===== config.mk =====
export PLATFORM = sky130hd
export DESIGN_NAME = bufg_gt_div_ctrl
export DESIGN_NICKNAME = d
export VERILOG_FILES = /design/src/rtl/bufg_gt_div_ctrl_pkg.sv /design/src/rtl/bufg_gt_ctrl_timer.sv /design/src/rtl/bufg_gt_div_ctrl.sv
export SDC_FILE = /design/constraint.sdc
export NUM_CORES = 1
export LEC_CHECK = 0
export CORE_ASPECT_RATIO = 0.7
export CORE_UTILIZATION = 40
export CTS_CLUSTER_DIAMETER = 150
export DETAILED_ROUTE_END_ITERATION = 10
export PLACE_DENSITY_LB_ADDON = 0.15
export SYNTH_ARGS = -nofsm -noshare
export SYNTH_HDL_FRONTEND = slang
export SYNTH_SLANG_ARGS = --single-unit
export TNS_END_PERCENT = 30

===== constraint.sdc =====
create_clock -name clk -period 2.9 [get_ports clk]
set_input_delay 0.435 -clock clk [delete_from_list [all_inputs] [get_ports clk]]
set_output_delay 0.435 -clock clk [all_outputs]
set_load 0.1 [all_outputs]

===== src/rtl/bufg_gt_div_ctrl_pkg.sv =====
// Shared types and helpers for the GT clock-buffer divide sequencer.
package bufg_gt_div_ctrl_pkg;

  localparam int unsigned DIV_W   = 3;
  localparam int unsigned RATIO_W = 4;

  typedef enum logic [2:0] {
    IDLE    = 3'd0,
    GATE    = 3'd1,
    CLEAR   = 3'd2,
    SETDIV  = 3'd3,
    RELEASE = 3'd4,
    ENABLE  = 3'd5
  } state_t;

  localparam logic [DIV_W-1:0] DIV_1 = 3'b000;
  localparam logic [DIV_W-1:0] DIV_2 = 3'b001;
  localparam logic [DIV_W-1:0] DIV_3 = 3'b010;
  localparam logic [DIV_W-1:0] DIV_4 = 3'b011;
  localparam logic [DIV_W-1:0] DIV_5 = 3'b100;
  localparam logic [DIV_W-1:0] DIV_6 = 3'b101;
  localparam logic [DIV_W-1:0] DIV_7 = 3'b110;
  localparam logic [DIV_W-1:0] DIV_8 = 3'b111;

  // Divide code to ratio; zero-extended so 3'b111 maps to 8 without wrapping.
  function automatic logic [RATIO_W-1:0] div2ratio(input logic [DIV_W-1:0] code);
    return RATIO_W'({1'b0, code}) + RATIO_W'(1);
  endfunction

endpackage


===== src/rtl/bufg_gt_ctrl_timer.sv =====
// Down-counting wait timer shared by all timed sequencer states.
module bufg_gt_ctrl_timer #(
  parameter int unsigned CNT_W = 8
) (
  input  logic             clk,
  input  logic             load,
  input  logic [CNT_W-1:0] value,
  output logic             zero
);

  logic [CNT_W-1:0] cnt;

  // Reset is delivered as a load from the owner, so no separate reset input.
  always_ff @(posedge clk) begin
    if (load) begin
      cnt <= value;
    end else if (cnt != '0) begin
      cnt <= cnt - CNT_W'(1);
    end
  end

  assign zero = (cnt == '0);

endmodule


===== src/rtl/bufg_gt_div_ctrl.sv =====
// Glitch-free divide-change sequencer for a GT clock buffer (gate, clear, set DIV, release, enable).
// Optional BUFG_GT_DIV_CTRL_STATS_EN adds cfg_count and err_sticky.
module bufg_gt_div_ctrl
  import bufg_gt_div_ctrl_pkg::*;
#(
  parameter logic [2:0]  INIT_DIV = 3'b000,
  parameter int unsigned CE_WAIT  = 16,
  parameter int unsigned CLR_WAIT = 16,
  parameter int unsigned CNT_W    = 8
) (
  input  logic       clk,
  input  logic       rst,
  input  logic       req_valid,
  input  logic [2:0] req_div,
  output logic       req_ready,
  output logic       done,
  output logic       busy,
  output logic [3:0] cur_ratio,
  output logic       gt_ce,
  output logic       gt_cemask,
  output logic       gt_clr,
  output logic       gt_clrmask,
  output logic [2:0] gt_div
`ifdef BUFG_GT_DIV_CTRL_STATS_EN
  ,
  output logic [15:0] cfg_count,
  output logic        err_sticky
`endif
);

  localparam logic [CNT_W-1:0] CE_LOAD  = CNT_W'(CE_WAIT - 1);
  localparam logic [CNT_W-1:0] CLR_LOAD = CNT_W'(CLR_WAIT - 1);

  state_t           state_q, state_d;
  logic [DIV_W-1:0] pend_div;
  logic             accept;
  logic             tmr_load_n, tmr_load, tmr_zero;
  logic [CNT_W-1:0] tmr_value_n, tmr_value;
  logic             ce_d, clr_d, done_d;

  assign gt_cemask  = 1'b0;
  assign gt_clrmask = 1'b0;

  // Reset re-arms the timer for the CLEAR state that startup begins in.
  assign tmr_load  = rst | tmr_load_n;
  assign tmr_value = rst ? CLR_LOAD : tmr_value_n;

  bufg_gt_ctrl_timer #(.CNT_W(CNT_W)) u_timer (
    .clk   (clk),
    .load  (tmr_load),
    .value (tmr_value),
    .zero  (tmr_zero)
  );

  // Next state, timer load on entry to each timed state, next output values.
  always_comb begin
    state_d     = state_q;
    accept      = 1'b0;
    tmr_load_n  = 1'b0;
    tmr_value_n = CLR_LOAD;
    unique case (state_q)
      IDLE: begin
        if (req_valid && req_ready) begin
          accept      = 1'b1;
          state_d     = GATE;
          tmr_load_n  = 1'b1;
          tmr_value_n = CE_LOAD;
        end
      end
      GATE: begin
        if (tmr_zero) begin
          state_d     = CLEAR;
          tmr_load_n  = 1'b1;
          tmr_value_n = CLR_LOAD;
        end
      end
      CLEAR: begin
        if (tmr_zero) state_d = SETDIV;
      end
      SETDIV: begin
        state_d     = RELEASE;
        tmr_load_n  = 1'b1;
        tmr_value_n = CLR_LOAD;
      end
      RELEASE: begin
        if (tmr_zero) begin
          state_d     = ENABLE;
          tmr_load_n  = 1'b1;
          tmr_value_n = CE_LOAD;
        end
      end
      ENABLE: begin
        if (tmr_zero) state_d = IDLE;
      end
      default: begin
        state_d     = CLEAR;
        tmr_load_n  = 1'b1;
        tmr_value_n = CLR_LOAD;
      end
    endcase
    ce_d   = (state_d == IDLE) || (state_d == ENABLE);
    clr_d  = (state_d == CLEAR) || (state_d == SETDIV);
    done_d = (state_d == IDLE) && (state_q == ENABLE);
  end

  // State and registered outputs; gt_div only moves on entry to SETDIV.
  always_ff @(posedge clk) begin
    if (rst) begin
      state_q   <= CLEAR;
      gt_ce     <= 1'b0;
      gt_clr    <= 1'b1;
      gt_div    <= INIT_DIV;
      pend_div  <= INIT_DIV;
      cur_ratio <= div2ratio(INIT_DIV);
      req_ready <= 1'b0;
      done      <= 1'b0;
      busy      <= 1'b1;
    end else begin
      state_q   <= state_d;
      gt_ce     <= ce_d;
      gt_clr    <= clr_d;
      req_ready <= (state_d == IDLE);
      busy      <= (state_d != IDLE);
      done      <= done_d;
      if (accept) pend_div <= req_div;
      if (state_d == SETDIV) begin
        gt_div    <= pend_div;
        cur_ratio <= div2ratio(pend_div);
      end
    end
  end

`ifdef BUFG_GT_DIV_CTRL_STATS_EN
  logic waiting_q;

  // Saturating completion count and sticky flag for a withdrawn request.
  always_ff @(posedge clk) begin
    if (rst) begin
      cfg_count  <= 16'd0;
      err_sticky <= 1'b0;
      waiting_q  <= 1'b0;
    end else begin
      if (done_d && (cfg_count != 16'hFFFF)) cfg_count <= cfg_count + 16'd1;
      if (waiting_q && !req_valid) err_sticky <= 1'b1;
      waiting_q <= req_valid && !req_ready;
    end
  end
`endif

endmodule


# Yosys cells after proc, flatten, opt, wreduce, memory -nomap -nowiden
# Index checks and enable logic that the tools add are counted.
# totals
ff_bits	26
inputBits	6
output_inout_bits	14
# classes
n_addsub	2
n_eq_ne	8
muxes	10
bitwise	1
n_reduce_logical	11
# op_table
operator	count
one-hot mux 3 bit (6 select lines)	1
2-to-1 mux 3 bit	5
equality test 3 x 2 -> 1 bit (second input constant)	4
equality test 3 bit (second input constant)	3
zero test 8 bit	1
nonzero test 8 bit	1
subtractor 8 x 1 -> 8 bit (second input constant)	1
zero test 3 bit	2
adder 3 x 1 -> 4 bit (second input constant)	1
OR reduction 2 bit	2
equality test 3 x 1 -> 1 bit (second input constant)	1
2-to-1 mux 1 bit	3
one-hot mux 1 bit (3 select lines)	1
nonzero test 3 bit	1
logical AND 1 bit	2
logical OR 1 bit	2
bitwise OR 1 bit	1

# Depth between registers and ports, before layout
# Gate-level depths: netlist of run 1.
# logic_depth
word_depth	5
mapped_depth	6

# Modules after synthesis
# A second synthesis of run 1 with hierarchy kept.
# unflattened
hier_cells	142
hier_area_um2	1317.5
# modules_own_cells
mod	n_inst	cells_each	area_each_um2
bufg_gt_div_ctrl	1	92	825.8
bufg_gt_ctrl_timer	1	50	491.7

# Worst setup path after synthesis of run 1
# No wires, ideal clock.
# synth_path
path_kind	register -> register
from	reg req_ready
to	reg req_ready
arrival_time_ns	1.812
t_required_ns	2.777
slack_ns	0.965
path_stages_with_launch	4
n_path_buf	0
cell_sequence	dfxtp_1 -> nand4bb_1 -> and4_1 -> or2_2
# synth_via
elab_chain_cells	4
# synth_rtl
item	line_no	source
from (decl)	bufg_gt_div_ctrl.sv:15	output logic req_ready,
from (signal assigned)	bufg_gt_div_ctrl.sv:122	req_ready <= (state_d == IDLE);
logical AND 1 bit	bufg_gt_div_ctrl.sv:63	if (req_valid && req_ready) begin
2-to-1 mux 3 bit	bufg_gt_div_ctrl.sv:63	
one-hot mux 3 bit (6 select lines)	bufg_gt_div_ctrl.sv:61	unique case (state_q)
zero test 3 bit	bufg_gt_div_ctrl.sv:122	
# No other way between the ends.
# A chain may end at the register's enable or synchronous reset.

# Worst setup path after layout of run 1
# layout_path
from	reg u_timer.cnt[0]
to	reg u_timer.cnt[2]
# layout_via
elab_chain_cells	4
word_cells_on_any_way	6
cone_classes	1 x add/sub; 2 x mux; 1 x bitwise; 2 x reduce/logical
# layout_rtl
item	line_no	source
from (decl)	bufg_gt_ctrl_timer.sv:11	logic [CNT_W-1:0] cnt;
from (signal assigned)	bufg_gt_ctrl_timer.sv:16	cnt <= value;
from (signal assigned)	bufg_gt_ctrl_timer.sv:18	cnt <= cnt - CNT_W'(1);
zero test 8 bit	bufg_gt_ctrl_timer.sv:22	assign zero = (cnt == '0);
2-to-1 mux 1 bit	bufg_gt_div_ctrl.sv:71, bufg_gt_div_ctrl.sv:86	
one-hot mux 1 bit (3 select lines)	bufg_gt_div_ctrl.sv:61	
bitwise OR 1 bit	bufg_gt_div_ctrl.sv:45	assign tmr_load = rst | tmr_load_n;
# Several ways; a longest one is shown, not always the timed one.

==> results of run 1 <==
==> worst reg2reg max path, cell delays in order, from the launching register on <==
cell and delay [ns]:
dfxtp_1 0.37, inv_1 0.12, ha_1 0.17, or3b_2 0.52, nor2_1 0.40, o211ai_1 0.16
==> stage by stage <==
step           std cells  area, µm²
3_5_place_dp         182       1400
3_3_place_gp         182       1400
4_1_cts              185       1441
2_1_floorplan        138       1247
5_1_grt              185       1441
6_report             185       1441
==> cells by family (layout without fill, tap and decap cells) <==
| family | after synthesis | after routing |
|---|---|---|
| compound gates | 37 | 37 |
| mux | 2 | 2 |
| buf+inv | 20 | 31 |
| simple gates | 44 | 44 |
| xor+xnor | 4 | 4 |
| fa+ha+maj | 3 | 3 |
| other cells | 1 | 2 |
| flops | 26 | 26 |
==> registers in the layout, summed over array words and instances, names as in the netlist <==
| signal | flops |
|---|---|
| busy | 1 |
| cur_ratio | 4 |
| done | 1 |
| gt_ce | 1 |
| gt_clr | 1 |
| gt_div | 3 |
| pend_div | 3 |
| req_ready | 1 |
| state_q | 3 |
| u_timer.cnt | 8 |
==> metal layers <==
metal  up-vias  routed length [µm]  GRT usage [%]
met1       507                1392          27.99
met5         -                   0              0
met2        23                1190          27.45
met4         0                   0          2.083
met3         0                 134          6.368
li1        538                   -              -
==> final cells by class <==
| cell class | instances | area (µm²) | share of cell area (%) |
|---|---|---|---|
| Tap cell | 36 | 45.04 | 3.125 |
| Inverter | 8 | 30.03 | 2.083 |
| Sequential cell | 26 | 520.5 | 36.11 |
| Clock buffer | 3 | 41.29 | 2.865 |
| Timing Repair Buffer | 20 | 162.7 | 11.28 |
| Multi-Input combinational cell | 92 | 641.9 | 44.53 |
==> cell usage in the layout, fill, tap and decap left out, types with 2 or more instances in the layout <==
master and instances:
xnor2_1 3, clkdlybuf4s50_1 5, nand3_1 6, nor3_1 5, inv_1 7, a211oi_1 3, conb_1 2, a311oi_1 2
and4_1 2, a31o_2 2, nor3b_1 3, o211ai_1 6, buf_4 15, clkbuf_8 3, nor4b_1 2, or3_1 2
nor2_1 3, o21ai_0 7, ha_1 3, nor4_1 3, dfxtp_1 26, mux2i_1 2, nand4_1 3, a21oi_1 5
a211o_1 2, or3b_2 2, or4_1 2, nand2_1 4
==> worst paths after layout <==
path         depth (start not counted)                         from                          end  slack, ns
max                                  5  u_timer.cnt[0]$_SDFFE_PP1N_  u_timer.cnt[2]$_SDFFE_PP1N_       1.03
min                                  2    cur_ratio[3]$_SDFFE_PP0N_    cur_ratio[3]$_SDFFE_PP0N_       0.47
max reg2reg                          5  u_timer.cnt[0]$_SDFFE_PP1N_  u_timer.cnt[2]$_SDFFE_PP1N_       1.03
min reg2reg                          2    cur_ratio[3]$_SDFFE_PP0N_    cur_ratio[3]$_SDFFE_PP0N_       0.47
==> power by group <==
| part | total (mW) | switching, mW | internal (mW) |
|---|---|---|---|
| clock | 0.204 | 0.111 | 0.0932 |
| combinational | 0.0459 | 0.0295 | 0.0164 |
| sequential | 0.366 | 0.00560 | 0.360 |
| total | 0.616 | 0.146 | 0.470 |
==> metrics.csv, run 1 <==
metric,value,unit
fin_util,50.00,%
worstPathRequired,3.04,ns
wire_per_inst,14.69,µm
cts_hold_buf,0,
ys_types,47,
synth_xor_xnor_area_share,2.817,%
yosysMostFrequentCell,dfxtp_1,
synthTopCellsByCount,"26 x dfxtp_1, 8 x clkbuf_1, 7 x inv_1, 7 x o21ai_0",
final.min_clock_period,1.874,ns
nFillCells,278,
postLayoutSetupSlackWorst,1.026,ns
cts_resized,0,
gp_congestion,0.7449,
post-synth-top-area-cell,dfxtp_1,
synth_top_family_by_area,simple AND/OR/NAND/NOR gates,
vias_per_cell,5.773,
grt_setup_unrepaired,false,
path_clk_slew,0.08,ns
grt_pass1_vias,1022,
postSynthAreaPerCell,9.078,µm²
die_h,48.65,µm
maxCapViolations,0,
synthArstFlopShare,0,%
synth_seq_cells,26,
post-route-period-util,64.63,%
die_x,68.65,µm
io_pins,20,
hp-class,register to register,
clock_latency,0.27,ns
htree_num_levels,1,
cts_buffer_depth,2,
clk_root_buffer_cell,clkbuf_8,
synth_top_area_share,41.85,%
pre_cts_ws,1.017,ns
path_max_fanout,6,
hold_ws,0.4701,ns
syn-instance-count,137,
core,0.002883,mm²
finalPower,615.8,µW
crit_buf_inv,1,
p_per_area,427.2,mW/mm²
initial_core_util,43.14,%
cp_slowest_stage_delay,0.52,ns
grt_pass1_wl,4761,µm
fp-row-count,16,
io_buffers,17,
vias,1068,
cts_tree,done,
die-area,0.003340,mm²
hpwlAfterDp,1992,µm
grt_max_degree,15,
crit_slowest_cell,or3b_2,
drtIter0Drc,52,
drive_gt1_share,16.11,%
synthAdderAreaFrac,3.018,%
synth_edf_count,0,
cts_setup_buffers,0,
ys.flop_type,dfxtp_1,
nNetsFinal,160,
clock_sinks,26,
synth_area,0.001244,mm²
cp_top_family,simple AND/OR/NAND/NOR gates,
cp.arrival,2.01,ns
drv_slew,0,
synth-simple-area-share,22.13,%
cp-start-kind,register,
yosysSeqAreaShare,41.85,%
wl,2718,µm
drtAntennaViolNets,0,
status,finished clean,
area_growth,15.90,%
worst_pin_slew,0.6271,ns
cts_inserted_buffers,3,
gr-total-overflow,0,
synth-compound-area-share,21.43,%
finalHoldViolCount,0,
tns,0,ns
antenna_found_initial,0,
path_cells,inv_1 -> ha_1 -> or3b_2 -> nor2_1 -> o211ai_1,
max_freq,533.5,MHz
setup_viol,0,
endpoint_kind,register,
first_pass_iters,4,
yosysWarnings,0,
leakage,0.5075,nW
skew,0.004178,ns
synth.area.mux_share,1.610,%
drc,0,
slew_headroom,57.62,%
yosys-top-cells-area,"dfxtp_1 42%, o211ai_1 3.6%, ha_1 3.0%",
ir_drop,0.2392,mV
grtUsageTotal,19.02,%
timing_worst_setup_path_type,register to register,
diodes,0,
No activity file was read; power rests on OpenSTA's default activity.
==> run 2, diff against run 1 <==
==> constraint.sdc (replaced) <==
create_clock -name clk -period 1.8 [get_ports clk]
set_input_delay 0.27 -clock clk [delete_from_list [all_inputs] [get_ports clk]]
set_output_delay 0.27 -clock clk [all_outputs]
set_load 0.1 [all_outputs]
==> metrics.csv, run 2 (synthesized netlist as in run 1, its figures left out) <==
metric,value,unit,change
status,finished clean,,
die_h,48.65,µm,unchanged
timing_worst_setup_path_type,register to register,,
hpwlAfterDp,2280,µm,+14%
r2r_setup_slack,0.03,ns,-1.00 ns
leakage,0.5930,nW,+17%
r2r-end,gt_clr$_SDFF_PP1_,,
grt_max_degree,16,,+1
cp-start-kind,register,,
whs_path_depth,2,,unchanged
worstPathRequired,2.02,ns,-1.02 ns
finalHoldViolCount,0,,unchanged
cts_setup_buffers,0,,unchanged
skew,0.006182,ns,+0.002004 ns
cts_tree,done,,
grt_pass1_wl,5306,µm,+11%
path_max_fanout,6,,unchanged
cp_slowest_stage_delay,0.53,ns,about the same
io_buffers,17,,unchanged
hp-class,register to register,,
vias,1152,,+7.9%
pwr-share-clk,41.7,%,+8.6 points
largest_reg_flops,8,,unchanged
swShare,21.54,%,-2.1 points
antenna_found_initial,0,,unchanged
nNetsFinal,175,,+9.4%
stdcell_count,201,,+8.6%
max_freq,564.2,MHz,+5.8%
path_clk_slew,0.09,ns,about the same
drtIter0Drc,78,,+50%
reg2regPathDepth,5,,unchanged
wl,3090,µm,+14%
ir_drop,0.3780,mV,+58%
grtUsageTotal,21.41,%,+2.4 points
htree_num_levels,1,,unchanged
comb_power_share,8.4,%,+1.0 points
core,0.002883,mm²,unchanged
gr-total-overflow,0,,unchanged
final_common_cell,buf_4,,
cp.arrival,1.99,ns,-0.02 ns
cts_buffer_depth,2,,unchanged
grt_setup_unrepaired,true,,
regMostFlops,u_timer.cnt,,
final_cell_mix,"30 x buf_4, 25 x dfxtp_1, 7 x inv_1, 7 x o21ai_0",,
drc,0,,unchanged
fp-row-count,16,,unchanged
clock_sinks,26,,unchanged
hp-start,cur_ratio[3]$_SDFFE_PP0N_,,
endpoint_kind,register,,
vias_per_cell,5.731,,-0.72%
crit_slowest_cell,or3b_2,,
cts_inserted_buffers,3,,unchanged
first_pass_iters,4,,unchanged
top_regs,"u_timer.cnt (8), cur_ratio (4)",,
dp.cells,197,,+8.2%
maxCapViolations,0,,unchanged
setup_viol,0,,unchanged
r2r_start,u_timer.cnt[0]$_SDFFE_PP1N_,,
tns,0,ns,unchanged
design_area,0.001585,mm²,+10%
wire_per_inst,15.37,µm,+4.6%
post-route-period-util,98.46,%,+34 points
cts_hold_buf,0,,unchanged
place_area,0.001514,mm²,+8.1%
initial_core_util,43.14,%,unchanged
gp_congestion,0.7939,,+6.6%
clock_latency,0.28,ns,about the same
drv_slew,0,,unchanged
die_x,68.65,µm,unchanged
die-area,0.003340,mm²,unchanged
cts_resized,0,,unchanged
area_growth,27.46,%,
clk_root_buffer_cell,clkbuf_8,,
intPower,917.4,µW,+95%
drtAntennaViolNets,0,,unchanged
diodes,0,,unchanged
grt_pass1_vias,1130,,+11%
whs_endpoint,cur_ratio[3]$_SDFFE_PP0N_,,
drive_gt1_share,24.85,%,+8.7 points
p_per_area,737.6,mW/mm²,+73%
p_sw,251.9,µW,+73%
path_cells,inv_1 -> ha_1 -> or3b_2 -> nor4_1 -> a211o_1,,
seqPwrFrac,49.9,%,-9.5 points
final.min_clock_period,1.772,ns,-0.1021 ns
io_pins,20,,unchanged
[run 2: changes by cell type in the layout (fill, tap and decap cells not counted), sizes merged]
cell / previous run / this run
buf: 15 / 30
bufinv: 0 / 1
[run 2: power groups by stage]
stage | Sequential [mW] | Clock [mW] | Combinational (mW)
floorplan | 0.601 | 0 | 0.0551
global placement | 0.597 | 0 | 0.0937
detailed placement | 0.597 | 0 | 0.0968
CTS | 0.583 | 0.496 | 0.0973
global route | 0.584 | 0.530 | 0.105
finish | 0.584 | 0.488 | 0.0980
[run 2: how the worst max path moves through the flow]
stage                                startpoint                     endpoint
CTS                 u_timer.cnt[3]$_SDFFE_PP1N_  u_timer.cnt[6]$_SDFFE_PP0N_
floorplan           u_timer.cnt[0]$_SDFFE_PP1N_        state_q[0]$_SDFF_PP0_
finish              u_timer.cnt[0]$_SDFFE_PP1N_            gt_clr$_SDFF_PP1_
global route        u_timer.cnt[0]$_SDFFE_PP1N_            gt_clr$_SDFF_PP1_
detailed placement  u_timer.cnt[3]$_SDFFE_PP1N_  u_timer.cnt[6]$_SDFFE_PP0N_
global placement                            rst         req_ready$_SDFF_PP0_
[run 2: critical path, delay by kind of cell (launching register included)]
| family | cells | cell delay (ns) |
|---|---|---|
| and+or+nand+nor | 2 | 0.93 |
| DFF | 1 | 0.33 |
| adders and majority gates | 1 | 0.19 |
| AOI/OAI and AO/OA | 1 | 0.16 |
| buffers and inverters | 1 | 0.12 |
[run 2: final cells by class]
class                   instances  area (µm²)
clock buffers                   3       41.29
clock inverters                 1       30.03
fillers                       265        1297
inverters                       8       30.03
multi-input cells              92       641.9
flip-flops and latches         26       521.8
well taps                      36       45.04
repair buffers                 35       275.3
[run 2: routing by layer]
metal | vias up | GRT usage [%] | wire length [µm]
li1 | 559 | - | -
met1 | 558 | 29.75 | 1528
met2 | 30 | 32.03 | 1392
met3 | 5 | 5.896 | 138
met4 | 0 | 5.903 | 31
met5 | - | 0 | 0
[run 2: per-stage QoR]
stage / power [mW] / hold WS, ns / utilization [%] / setup WS, ns
floorplan: 0.6557 / 0.4177 / - / 0.1338
global placement: 0.6905 / 0.4466 / 52.52 / 0.1011
detailed placement: 0.6938 / 0.4552 / 52.52 / 0.08395
CTS: 1.177 / 0.4698 / 54.99 / 0.06130
global route: 1.219 / 0.5031 / 54.99 / -0.04721
finish: 1.169 / 0.4637 / 54.99 / 0.02771
==> run 3, diff against run 2 <==
--- a/config.mk
+++ b/config.mk
@@ -6,6 +6,7 @@
 export NUM_CORES = 1
 export LEC_CHECK = 0
 export CORE_ASPECT_RATIO = 0.7
+export CORE_MARGIN = 10
 export CORE_UTILIZATION = 40
 export CTS_CLUSTER_DIAMETER = 150
 export DETAILED_ROUTE_END_ITERATION = 10
==> metrics.csv, run 3 (synthesized netlist as in run 1, its figures left out) <==
metric,value,unit,change
intPower,909.6,µW,-0.86%
path_max_fanout,6,,unchanged
postLayoutSetupSlackWorst,0.1170,ns,+0.08924 ns
antenna_found_initial,0,,unchanged
clock_sinks,26,,unchanged
hp-start,gt_div[2]$_SDFFE_PP0N_,,
ir_drop,0.5228,mV,+38%
comb_power_share,7.3,%,-1.1 points
cp.arrival,1.90,ns,-0.09 ns
area_growth,25.55,%,
cts_resized,0,,unchanged
grt_setup_unrepaired,true,,
vias,1110,,-3.6%
post-route-period-util,93.50,%,-5.0 points
skew,0.003820,ns,-0.002362 ns
r2r-end,done$_SDFF_PP0_,,
clock_latency,0.27,ns,about the same
worstPathRequired,2.01,ns,about the same
multi_input_area,648.1,µm²,+0.97%
drtAntennaViolNets,0,,unchanged
grt_max_degree,16,,unchanged
maxCapViolations,0,,unchanged
finalHoldViolCount,0,,unchanged
fp-row-count,16,,unchanged
p_per_area,735.4,mW/mm²,-0.31%
stdcell_count,197,,-2.0%
whs_endpoint,gt_div[2]$_SDFFE_PP0N_,,
seqPwrFrac,51.0,%,+1.1 points
grt_pass1_wl,4795,µm,-9.6%
max_freq,594.2,MHz,+5.3%
cts_hold_buf,0,,unchanged
largest_reg_flops,8,,unchanged
final.min_clock_period,1.683,ns,-0.08924 ns
swShare,20.79,%,-0.75 points
drv_slew,0,,unchanged
hpwlAfterDp,2270,µm,-0.43%
cts_inserted_buffers,3,,unchanged
status,finished clean,,
drc,0,,unchanged
regMostFlops,u_timer.cnt,,
initial_core_util,43.14,%,unchanged
dp.cells,193,,-2.0%
io_pins,20,,unchanged
whs_path_depth,2,,unchanged
top_regs,"u_timer.cnt (8), cur_ratio (4)",,
vias_per_cell,5.635,,-1.7%
final_common_cell,buf_4,,
leakage,0.5742,nW,-3.2%
die-area,0.005775,mm²,+73%
r2r_setup_slack,0.12,ns,+0.09 ns
grt_pass1_vias,979,,-13%
hp-class,register to register,,
p_sw,238.7,µW,-5.2%
timing_worst_setup_path_type,register to register,,
clk_root_buffer_cell,clkbuf_8,,
wire_per_inst,15.15,µm,-1.5%
htree_num_levels,1,,unchanged
endpoint_kind,register,,
io_buffers,17,,unchanged
cts_tree,done,,
final-seq-area,521.8,µm²,unchanged
diodes,0,,unchanged
gr-total-overflow,0,,unchanged
r2r_start,u_timer.cnt[1]$_SDFFE_PP1N_,,
cts_buffer_depth,2,,unchanged
core,0.002883,mm²,unchanged
setup_viol,0,,unchanged
nFillCells,280,,+5.7%
wl,2984,µm,-3.4%
final_cell_mix,"26 x buf_4, 25 x dfxtp_1, 7 x inv_1, 7 x o21ai_0",,
nNetsFinal,171,,-2.3%
pwr-share-clk,41.6,%,about the same
first_pass_iters,4,,unchanged
pre_cts_ws,0.08550,ns,+0.001552 ns
cp-start-kind,register,,
gp_congestion,0.7813,,-1.6%
die_x,86.65,µm,+26%
die_h,66.65,µm,+37%
path_clk_slew,0.09,ns,about the same
reg2regPathDepth,5,,unchanged
cts_setup_buffers,0,,unchanged
grtUsageTotal,10.19,%,-11 points
drive_gt1_share,23.60,%,-1.2 points
drtIter0Drc,158,,+100%
-- run 3: layout make-up --
cell class                 count  area share (%)
sequential                    26           33.41
timing repair buffer          31           15.71
inverter                       8           1.923
clock inverter                 1           1.923
clock buffer                   3           2.644
tap                           36           2.885
multi-input combinational     92           41.51
-- run 3: worst max-delay path, cell delays in order (launching register included) --
cell and delay, ns:
dfxtp_1 0.36, inv_1 0.09, ha_1 0.15, or3b_2 0.52, nor3_1 0.26, and4_1 0.24
-- run 3: power groups by stage --
stage,clock [mW],sequential (mW),combinational (mW)
finish,0.478,0.586,0.0844
global route,0.517,0.587,0.0909
CTS,0.494,0.586,0.0838
detailed placement,0,0.599,0.0834
global placement,0,0.599,0.0818
floorplan,0,0.601,0.0551
-- run 3: stage by stage --
| step | hold slack, ns | utilization, % | instance area [µm²] | TNS [ns] | power, mW |
|---|---|---|---|---|---|
| 2_1_floorplan | 0.4177 | - | 1249 | 0 | 0.6557 |
| 3_3_place_gp | 0.4446 | 51.48 | 1484 | 0 | 0.6807 |
| 3_5_place_dp | 0.4525 | 51.48 | 1484 | 0 | 0.6827 |
| 4_1_cts | 0.4658 | 53.95 | 1555 | 0 | 1.163 |
| 5_1_grt | 0.4826 | 54.17 | 1562 | -0.005068 | 1.195 |
| 6_report | 0.4650 | 54.17 | 1562 | 0 | 1.148 |
-- run 3: worst max-delay path by stage --
stage,cells after the start,end,startpoint,slack [ns]
floorplan,6,state_q[0]$_SDFF_PP0_,u_timer.cnt[0]$_SDFFE_PP1N_,0.13
global placement,4,req_ready$_SDFF_PP0_,rst,0.09
detailed placement,4,req_ready$_SDFF_PP0_,rst,0.09
CTS,5,state_q[2]$_SDFF_PP0_,u_timer.cnt[1]$_SDFFE_PP1N_,0.11
global route,6,u_timer.cnt[2]$_SDFFE_PP1N_,u_timer.cnt[1]$_SDFFE_PP1N_,-0.005
finish,5,done$_SDFF_PP0_,u_timer.cnt[1]$_SDFFE_PP1N_,0.12
-- run 3: per-layer routing --
layer | wire [µm] | GRT usage, % | up-vias
li1 | - | - | 565
met1 | 1521 | 14.05 | 520
met2 | 1233 | 13.88 | 23
met3 | 212 | 4.739 | 2
met4 | 17 | 2.218 | 0
met5 | 0 | 0 | -
